[src/rtl/button_pkg.sv]
// Shared types, counter-width helper and 100 MHz board timing constants for button_bank.
package button_pkg;

   // 100 MHz board build: 10 ms debounce, 50 ms lockout, 1 s long press, 200 ms repeat
   localparam int BOARD_DEB_CYCLES     = 1_000_000;
   localparam int BOARD_LOCKOUT_CYCLES = 5_000_000;
   localparam int BOARD_LONG_CYCLES    = 100_000_000;
   localparam int BOARD_REPEAT_CYCLES  = 20_000_000;

   typedef struct packed {
      logic level;
      logic press;
      logic release_pulse;
      logic long_press;
      logic repeat_pulse;
   } btn_evt_t;

   function automatic int cnt_w(input int max_val);
      if (max_val < 1) return 1;
      return $clog2(max_val + 1);
   endfunction

endpackage

[src/rtl/button_channel.sv]
// One push-button channel: 2-flop sync, debounce, press/release pulses, press lockout,
// long-press detect and (with BUTTON_BANK_REPEAT_EN) auto-repeat.
module button_channel
   import button_pkg::*;
#(
   parameter int DEB_CYCLES     = 16,
   parameter int LOCKOUT_CYCLES = 0,
   parameter int LONG_CYCLES    = 1000,
   parameter int REPEAT_CYCLES  = 200
) (
   input  logic     clk,
   input  logic     rst,
   input  logic     btn,
   output btn_evt_t evt
);

   localparam int DW = cnt_w(DEB_CYCLES);
   localparam int HW = cnt_w(LONG_CYCLES);
   localparam logic [DW-1:0] DEB_LAST  = DW'(DEB_CYCLES - 1);
   localparam logic [HW-1:0] LONG_MAX  = HW'(LONG_CYCLES);
   localparam logic [HW-1:0] LONG_LAST = HW'(LONG_CYCLES - 1);

   if (DEB_CYCLES < 1 || LONG_CYCLES < 1 || REPEAT_CYCLES < 1 || LOCKOUT_CYCLES < 0) begin : g_bad_param
      $error("button_channel: illegal timing parameters");
   end

   logic          sync_p0;
   logic          sync_p1;
   logic [DW-1:0] dcnt;
   logic          level_q;
   logic          press_q;
   logic          release_q;
   logic [HW-1:0] hcnt;
   logic          long_q;
   logic          repeat_q;
   logic          lock_active;
   logic          accept;
   logic          rise_acc;

   assign accept   = (sync_p1 != level_q) && (dcnt == DEB_LAST);
   assign rise_acc = accept && sync_p1;

   // stage p0/p1: metastability synchroniser
   always_ff @(posedge clk or posedge rst) begin
      if (rst) begin
         sync_p0 <= 1'b0;
         sync_p1 <= 1'b0;
      end else begin
         sync_p0 <= btn;
         sync_p1 <= sync_p0;
      end
   end

   // debounce: any cycle agreeing with the current level restarts the count
   always_ff @(posedge clk or posedge rst) begin
      if (rst) begin
         dcnt      <= '0;
         level_q   <= 1'b0;
         press_q   <= 1'b0;
         release_q <= 1'b0;
      end else begin
         press_q   <= rise_acc && !lock_active;
         release_q <= accept && !sync_p1;
         if (accept) begin
            level_q <= sync_p1;
            dcnt    <= '0;
         end else if (sync_p1 != level_q) begin
            dcnt <= dcnt + 1'b1;
         end else begin
            dcnt <= '0;
         end
      end
   end

   if (LOCKOUT_CYCLES > 0) begin : g_lock
      localparam int LW = cnt_w(LOCKOUT_CYCLES);
      localparam logic [LW-1:0] LOCK_LOAD = LW'(LOCKOUT_CYCLES);
      logic [LW-1:0] lcnt;

      // only an emitted press re-arms the window; suppressed rises do not extend it
      always_ff @(posedge clk or posedge rst) begin
         if (rst) begin
            lcnt <= '0;
         end else if (rise_acc && lcnt == '0) begin
            lcnt <= LOCK_LOAD;
         end else if (lcnt != '0) begin
            lcnt <= lcnt - 1'b1;
         end
      end
      assign lock_active = (lcnt != '0);
   end else begin : g_no_lock
      assign lock_active = 1'b0;
   end

   // long press: hcnt saturates so long_press fires once per hold
   always_ff @(posedge clk or posedge rst) begin
      if (rst) begin
         hcnt   <= '0;
         long_q <= 1'b0;
      end else begin
         long_q <= 1'b0;
         if (!level_q) begin
            hcnt <= '0;
         end else if (hcnt != LONG_MAX) begin
            hcnt <= hcnt + 1'b1;
            if (hcnt == LONG_LAST) long_q <= 1'b1;
         end
      end
   end

`ifdef BUTTON_BANK_REPEAT_EN
   localparam int RW = cnt_w(REPEAT_CYCLES);
   localparam logic [RW-1:0] REP_LAST = RW'(REPEAT_CYCLES - 1);
   logic [RW-1:0] rcnt;

   // repeat period starts counting the cycle after long_press
   always_ff @(posedge clk or posedge rst) begin
      if (rst) begin
         rcnt     <= '0;
         repeat_q <= 1'b0;
      end else begin
         repeat_q <= 1'b0;
         if (!level_q) begin
            rcnt <= '0;
         end else if (hcnt == LONG_MAX) begin
            if (rcnt == REP_LAST) begin
               rcnt     <= '0;
               repeat_q <= 1'b1;
            end else begin
               rcnt <= rcnt + 1'b1;
            end
         end
      end
   end
`else
   assign repeat_q = 1'b0;
`endif

   assign evt = '{level:         level_q,
                  press:         press_q,
                  release_pulse: release_q,
                  long_press:    long_q,
                  repeat_pulse:  repeat_q};

endmodule

[src/rtl/button_bank.sv]
// N_CH-channel push-button conditioner; optional auto-repeat via BUTTON_BANK_REPEAT_EN.
// release/repeat are SystemVerilog keywords, hence the release_pulse/repeat_pulse port names.
module button_bank
   import button_pkg::*;
#(
   parameter int N_CH           = 4,
   parameter int DEB_CYCLES     = 16,
   parameter int LOCKOUT_CYCLES = 0,
   parameter int LONG_CYCLES    = 1000,
   parameter int REPEAT_CYCLES  = 200
) (
   input  logic            clk,
   input  logic            rst,
   input  logic [N_CH-1:0] btn,
   output logic [N_CH-1:0] level,
   output logic [N_CH-1:0] press,
   output logic [N_CH-1:0] release_pulse,
   output logic [N_CH-1:0] long_press,
   output logic [N_CH-1:0] repeat_pulse
);

   if (N_CH < 1) begin : g_bad_n_ch
      $error("button_bank: N_CH must be at least 1");
   end

   for (genvar i = 0; i < N_CH; i++) begin : g_ch
      btn_evt_t evt;

      button_channel #(
         .DEB_CYCLES     (DEB_CYCLES),
         .LOCKOUT_CYCLES (LOCKOUT_CYCLES),
         .LONG_CYCLES    (LONG_CYCLES),
         .REPEAT_CYCLES  (REPEAT_CYCLES)
      ) u_ch (
         .clk (clk),
         .rst (rst),
         .btn (btn[i]),
         .evt (evt)
      );

      assign level[i]         = evt.level;
      assign press[i]         = evt.press;
      assign release_pulse[i] = evt.release_pulse;
      assign long_press[i]    = evt.long_press;
      assign repeat_pulse[i]  = evt.repeat_pulse;
   end

endmodule
[config.mk]
export PLATFORM = sky130hd
export DESIGN_NAME = button_bank
export DESIGN_NICKNAME = d
export VERILOG_FILES = /design/src/rtl/button_pkg.sv /design/src/rtl/button_channel.sv /design/src/rtl/button_bank.sv
export SDC_FILE = /design/constraint.sdc
export NUM_CORES = 1
export LEC_CHECK = 0
export ABC_CLOCK_PERIOD_IN_PS = 3200
export CORE_MARGIN = 10
export CORE_UTILIZATION = 25
export CTS_CLUSTER_SIZE = 10
export DETAILED_ROUTE_END_ITERATION = 10
export SETUP_SLACK_MARGIN = 0.2
export SLEW_MARGIN = 25
export SYNTH_ARGS = -nofsm -noshare
export SYNTH_HDL_FRONTEND = slang
export SYNTH_SLANG_ARGS = --single-unit
[constraint.sdc]
create_clock -name clk -period 3.2 [get_ports clk]
set_clock_uncertainty 0.1 [all_clocks]
set_input_delay 0.32 -clock clk [delete_from_list [all_inputs] [get_ports clk]]
set_output_delay 0.32 -clock clk [all_outputs]
set_load 0.02 [all_outputs]
## Word-level counts from Yosys, hierarchy flattened

Index checks and enable logic that the tools add are counted.

- Add/subtract/negate cells: 8
- Multipliers: 0
- Div/mod/pow operators: 0
- $lt $le $gt $ge: 0
- Eq/ne operators: 20
- Shifts and indexed selects: 0
- Multiplexer cells: 28
- Bitwise gates (word level): 0
- Reductions and logical operators: 16

Operators with widths:

| kind | count |
|---|---|
| $mux W10 | 8 |
| $add A10 B1 Y10 const B | 4 |
| $eq A10 B10 Y1 const B | 4 |
| $mux W5 | 8 |
| $ne A10 B10 Y1 const B | 4 |
| $add A5 B1 Y5 const B | 4 |
| $eq A5 B4 Y1 const B | 4 |
| $logic_and A1 B1 Y1 | 12 |
| $mux W1 | 12 |
| $ne A2 B2 Y1 const B | 4 |
| $logic_not A1 Y1 | 4 |
| $ne A1 B1 Y1 | 4 |

- Register bits after elaboration: 84
- Bits in latches: 0
- Bits in writable memories: 0
- Memory bits (read-only): 0
- Bits of input ports: 6
- Output and inout bits: 20
- Logic and storage cells: 104
- Memories: 0

## Longest topological paths before layout

- Word-level depth: 4
- Mapped depth: 5
- Gate-level depth less buffers: 5

## Cells and area by module

A second synthesis with hierarchy kept.

- Cells, all modules: 377
- Area total of the unflattened synthesis: 3938.8 um2

Modules (own cells, without submodules):

| module | instances | cells an instance | area each (um2) |
|---|---|---|---|
| button_channel at g_ch[0].u_ch ... | 3 | 94 | 984.7 |
| button_channel at g_ch[2].u_ch | 1 | 95 | 984.7 |

## Worst setup path after synthesis

OpenSTA, ideal clock, no wires.

- Kind: reg-to-reg
- Start point: register g_ch[0].u_ch.hcnt[4]
- End point: register g_ch[0].u_ch.hcnt[2]
- Setup time: 0.149 ns
- Arrival: 1.221 ns
- Setup slack: 1.730 ns
- Cell stages (with the launch flop): 4
- Clock period less this slack: 1.470 ns
- Cells stage by stage: dfrtp_1 > nand4b_1 > nor4_1 > o21ai_0

- Cells in the longest elaborated chain, start to end: 2

RTL lines:

| what | line | RTL |
|---|---|---|
| start: declaration | button_channel.sv:33 | `logic [HW-1:0] hcnt;` |
| start signal: assignment | button_channel.sv:105 | `hcnt <= hcnt + 1'b1;` |
| $ne A10 B10 Y1 | button_channel.sv:104 | `end else if (hcnt != LONG_MAX) begin` |
| $ne A2 B2 Y1 (no source line) | -- |  |

No other way between the ends.
A chain may end at the register's enable or synchronous reset.

## Worst setup path after layout

- Start point: register g_ch[3].u_ch.level_q
- End point: output port level[3]

RTL lines:

| what | line | RTL |
|---|---|---|
| start: declaration | button_channel.sv:30 | `logic level_q;` |
| start signal: assignment | button_channel.sv:65 | `level_q <= sync_p1;` |
| end: declaration | button_bank.sv:15 | `output logic [N_CH-1:0] level,` |

No word-level cell between the ends.

==> impl_results.md <==
* Status: completed
* Layout cells sized above 1 at 5.089%
* WP data arrival at 1670 ps
* Routed wire length at 6976 um
* H-tree levels at 3
* Commonest cells in the netlist: dfrtp_1, nand2_1, nor2_1
* Vias in the first global route at 2686
* Vias per cell at 4.379
* Worst hold path class: input pin to asynchronous set/reset pin
* Clk pin slew, worst setup/hold paths at 60 ps
* Final worst slack at 1114 ps
* Worst Hold Slack at 240.0 ps
* Mapped Avg Cell Area at 10.40 um2
* Hpwl dp at 4953 um
* Top_reg_cell synth: dfrtp_1
* First-pass GRT wire length at 12360 um
* Leakage at 1.807 nW
* Design Power at 2.140 mW
* Final Hold Viols at 0
* Drt pass-1 iters at 4
* Post-DRT Antenna Nets at 0
* Grt total ovfl at 0
* Layout Nets at 410
* Finish-stage setup viols at 0
* Number of port buffers at 21
* Initial antenna violation count at 0
* Post-synth EDFFs at 0
* Max-cap viol count at 0
* Non-Filler Instances at 604
* Largest net degree at the start of global routing at 43
* Number of I/O pins at 26
* Worst-Skew Late Latency at 340 ps
* Die area at 20990 um2
* DRC Markers at 0
* Max-slew violations at 0
* WL/cell at 11.55 um
* Period utilization at 65.20%
* Seq cells post-synth at 84
* Vias at 2645
* Crit-path max FO at 16
* CP required at 2780 ps
* Setup_tns at 0 ps
* CP cell instances: clkdlybuf4s50_1
* Synth-to-Final Area Change at 16.17%
* 1st-iter DRT viols at 184
* Design area at 4529 um2
* Crit-path slowest cell: clkdlybuf4s50_1
* Setup crit start kind: flip-flop
* Pwr dens at 472.4 nW/um2
* FFs w/ async S/R, synth at 100.0%
* Crit path max-delay family: buffers and inverters
* Cts bufs inserted at 9
* CTS resizes at 0
* CP max stage delay at 700 ps
* Count leader, synth: dfrtp_1
* Standard-cell row count at 45
* Tot GR Track Use at 7.376%
* Synth top area share at 53.92%
* Slew margin rel. at 53.03%
* Worst Path Buf+Inv at 1
* Syn. warnings at 0
* Antenna fix cells at 0
* RSZ-0062 raised after global routing: false
* Mapped cell area at 3899 um2
* Placed cell count at 588
* Synth cell types at 31
* WP depth at 1
* Fin util at 29.68%
* CTS tree: done
* R2R cell count at 5
* RePlAce Congestion at 0.8168
* Placed cell area at 4247 um2
* Initial core utilization at 25.55%
* CTS Buffer Depth at 2
* Register area share after synthesis at 53.92%
* Yosys top cell by area: dfrtp_1
* Worst Max-Slew Pin Slew at 698.0 ps
* F_max at 479.3 MHz
* Dominant cells by area after synthesis: dfrtp_1, ha_1, buf_4, nand2_1, xor2_1
* CP Capture Type: output pin
* Kind of critical path: flip-flop to output pin
* Post-CTS Hold Buffers at 0
* Peak supply drop at 0.1871 mV
* Number of post-CTS setup repair buffers at 0
* Core ar. at 15260 um2
* Clock sinks at 84
* Fin crit period at 2086 ps
* CTS root buffer: clkbuf_16
* Worst slack, placed at 1456 ps
* Die Ht at 144.9 um
* Cells after synthesis at 375
* Width of the die at 144.9 um
==> path summary, 6_finish.rpt <==
check	start	to	slack (ps)
setup / recovery	g_ch[3].u_ch.level_q	level[3]	1110
hold / removal	rst	g_ch[3].u_ch.release_q	240
setup reg to reg	g_ch[3].u_ch.hcnt[0]	g_ch[3].u_ch.hcnt[1]	1460
hold reg to reg	g_ch[2].u_ch.sync_p0	g_ch[2].u_ch.sync_p1	250
max in group asynchronous	rst	g_ch[0].u_ch.hcnt[5]	2160
min in group clk	g_ch[2].u_ch.sync_p0	g_ch[2].u_ch.sync_p1	250
==> layout make-up <==
type                            instances  area (um2)
Clock buffer                           15       277.8
Clock inverter                          1       5.005
Fill cell                            1578       10730
Inverter                               28       106.4
Multi-Input combinational cell        242        1536
Sequential cell                        84        2102
Tap cell                              211       264.0
Timing Repair Buffer                   23       237.7
==> kinds of logic after synthesis <==
kind of cell	Yosys count	synth area share [%]
adder cells (fa/ha/maj)	16	5.135
multiplexers	12	3.081
AND/OR/NAND/NOR	150	20.67
AO/OA/AOI/OAI	40	5.648
flip-flops	84	53.92
buffers and inverters	52	6.964
XOR/XNOR	20	4.493
other	1	0.09618
==> state kept, by name (all words and copies together), names as in the netlist <==
name / flops
g_ch.u_ch.release_q: 4
g_ch.u_ch.level_q: 4
g_ch.u_ch.hcnt: 40
g_ch.u_ch.sync_p1: 4
g_ch.u_ch.dcnt: 20
g_ch.u_ch.press_q: 4
g_ch.u_ch.long_q: 4
g_ch.u_ch.sync_p0: 4
==> layout by cell type, fill, tap and decap left out, drive strengths merged <==
cell type,count
nand4,4
mux2i,12
and3,7
ha,16
o31ai,7
nand3,18
xnor2,4
nand2,40
xor2,16
nor4,8
nor3b,4
clkdlybuf4s50,21
a21oi,16
buf,2
nor2,29
nand4b,6
nand3b,6
inv,24
o21ai,15
clkinv,5
clkbuf,15
o22ai,2
conb,4
or4,7
nand2b,7
dfrtp,84
or3,11
nor3,3
==> per-layer routing <==
layer	GRT usage (%)	part of all wire (%)
met1	8.315	44
met3	1.956	3.8
met2	12.17	50
met5	0	0
met4	4.628	2.6
==> power by group <==
part	internal (mW)	switching [mW]
sequential	1.08	0.0127
clock	0.589	0.395
combinational	0.0218	0.0408
Power figures use the tool's default switching activity.
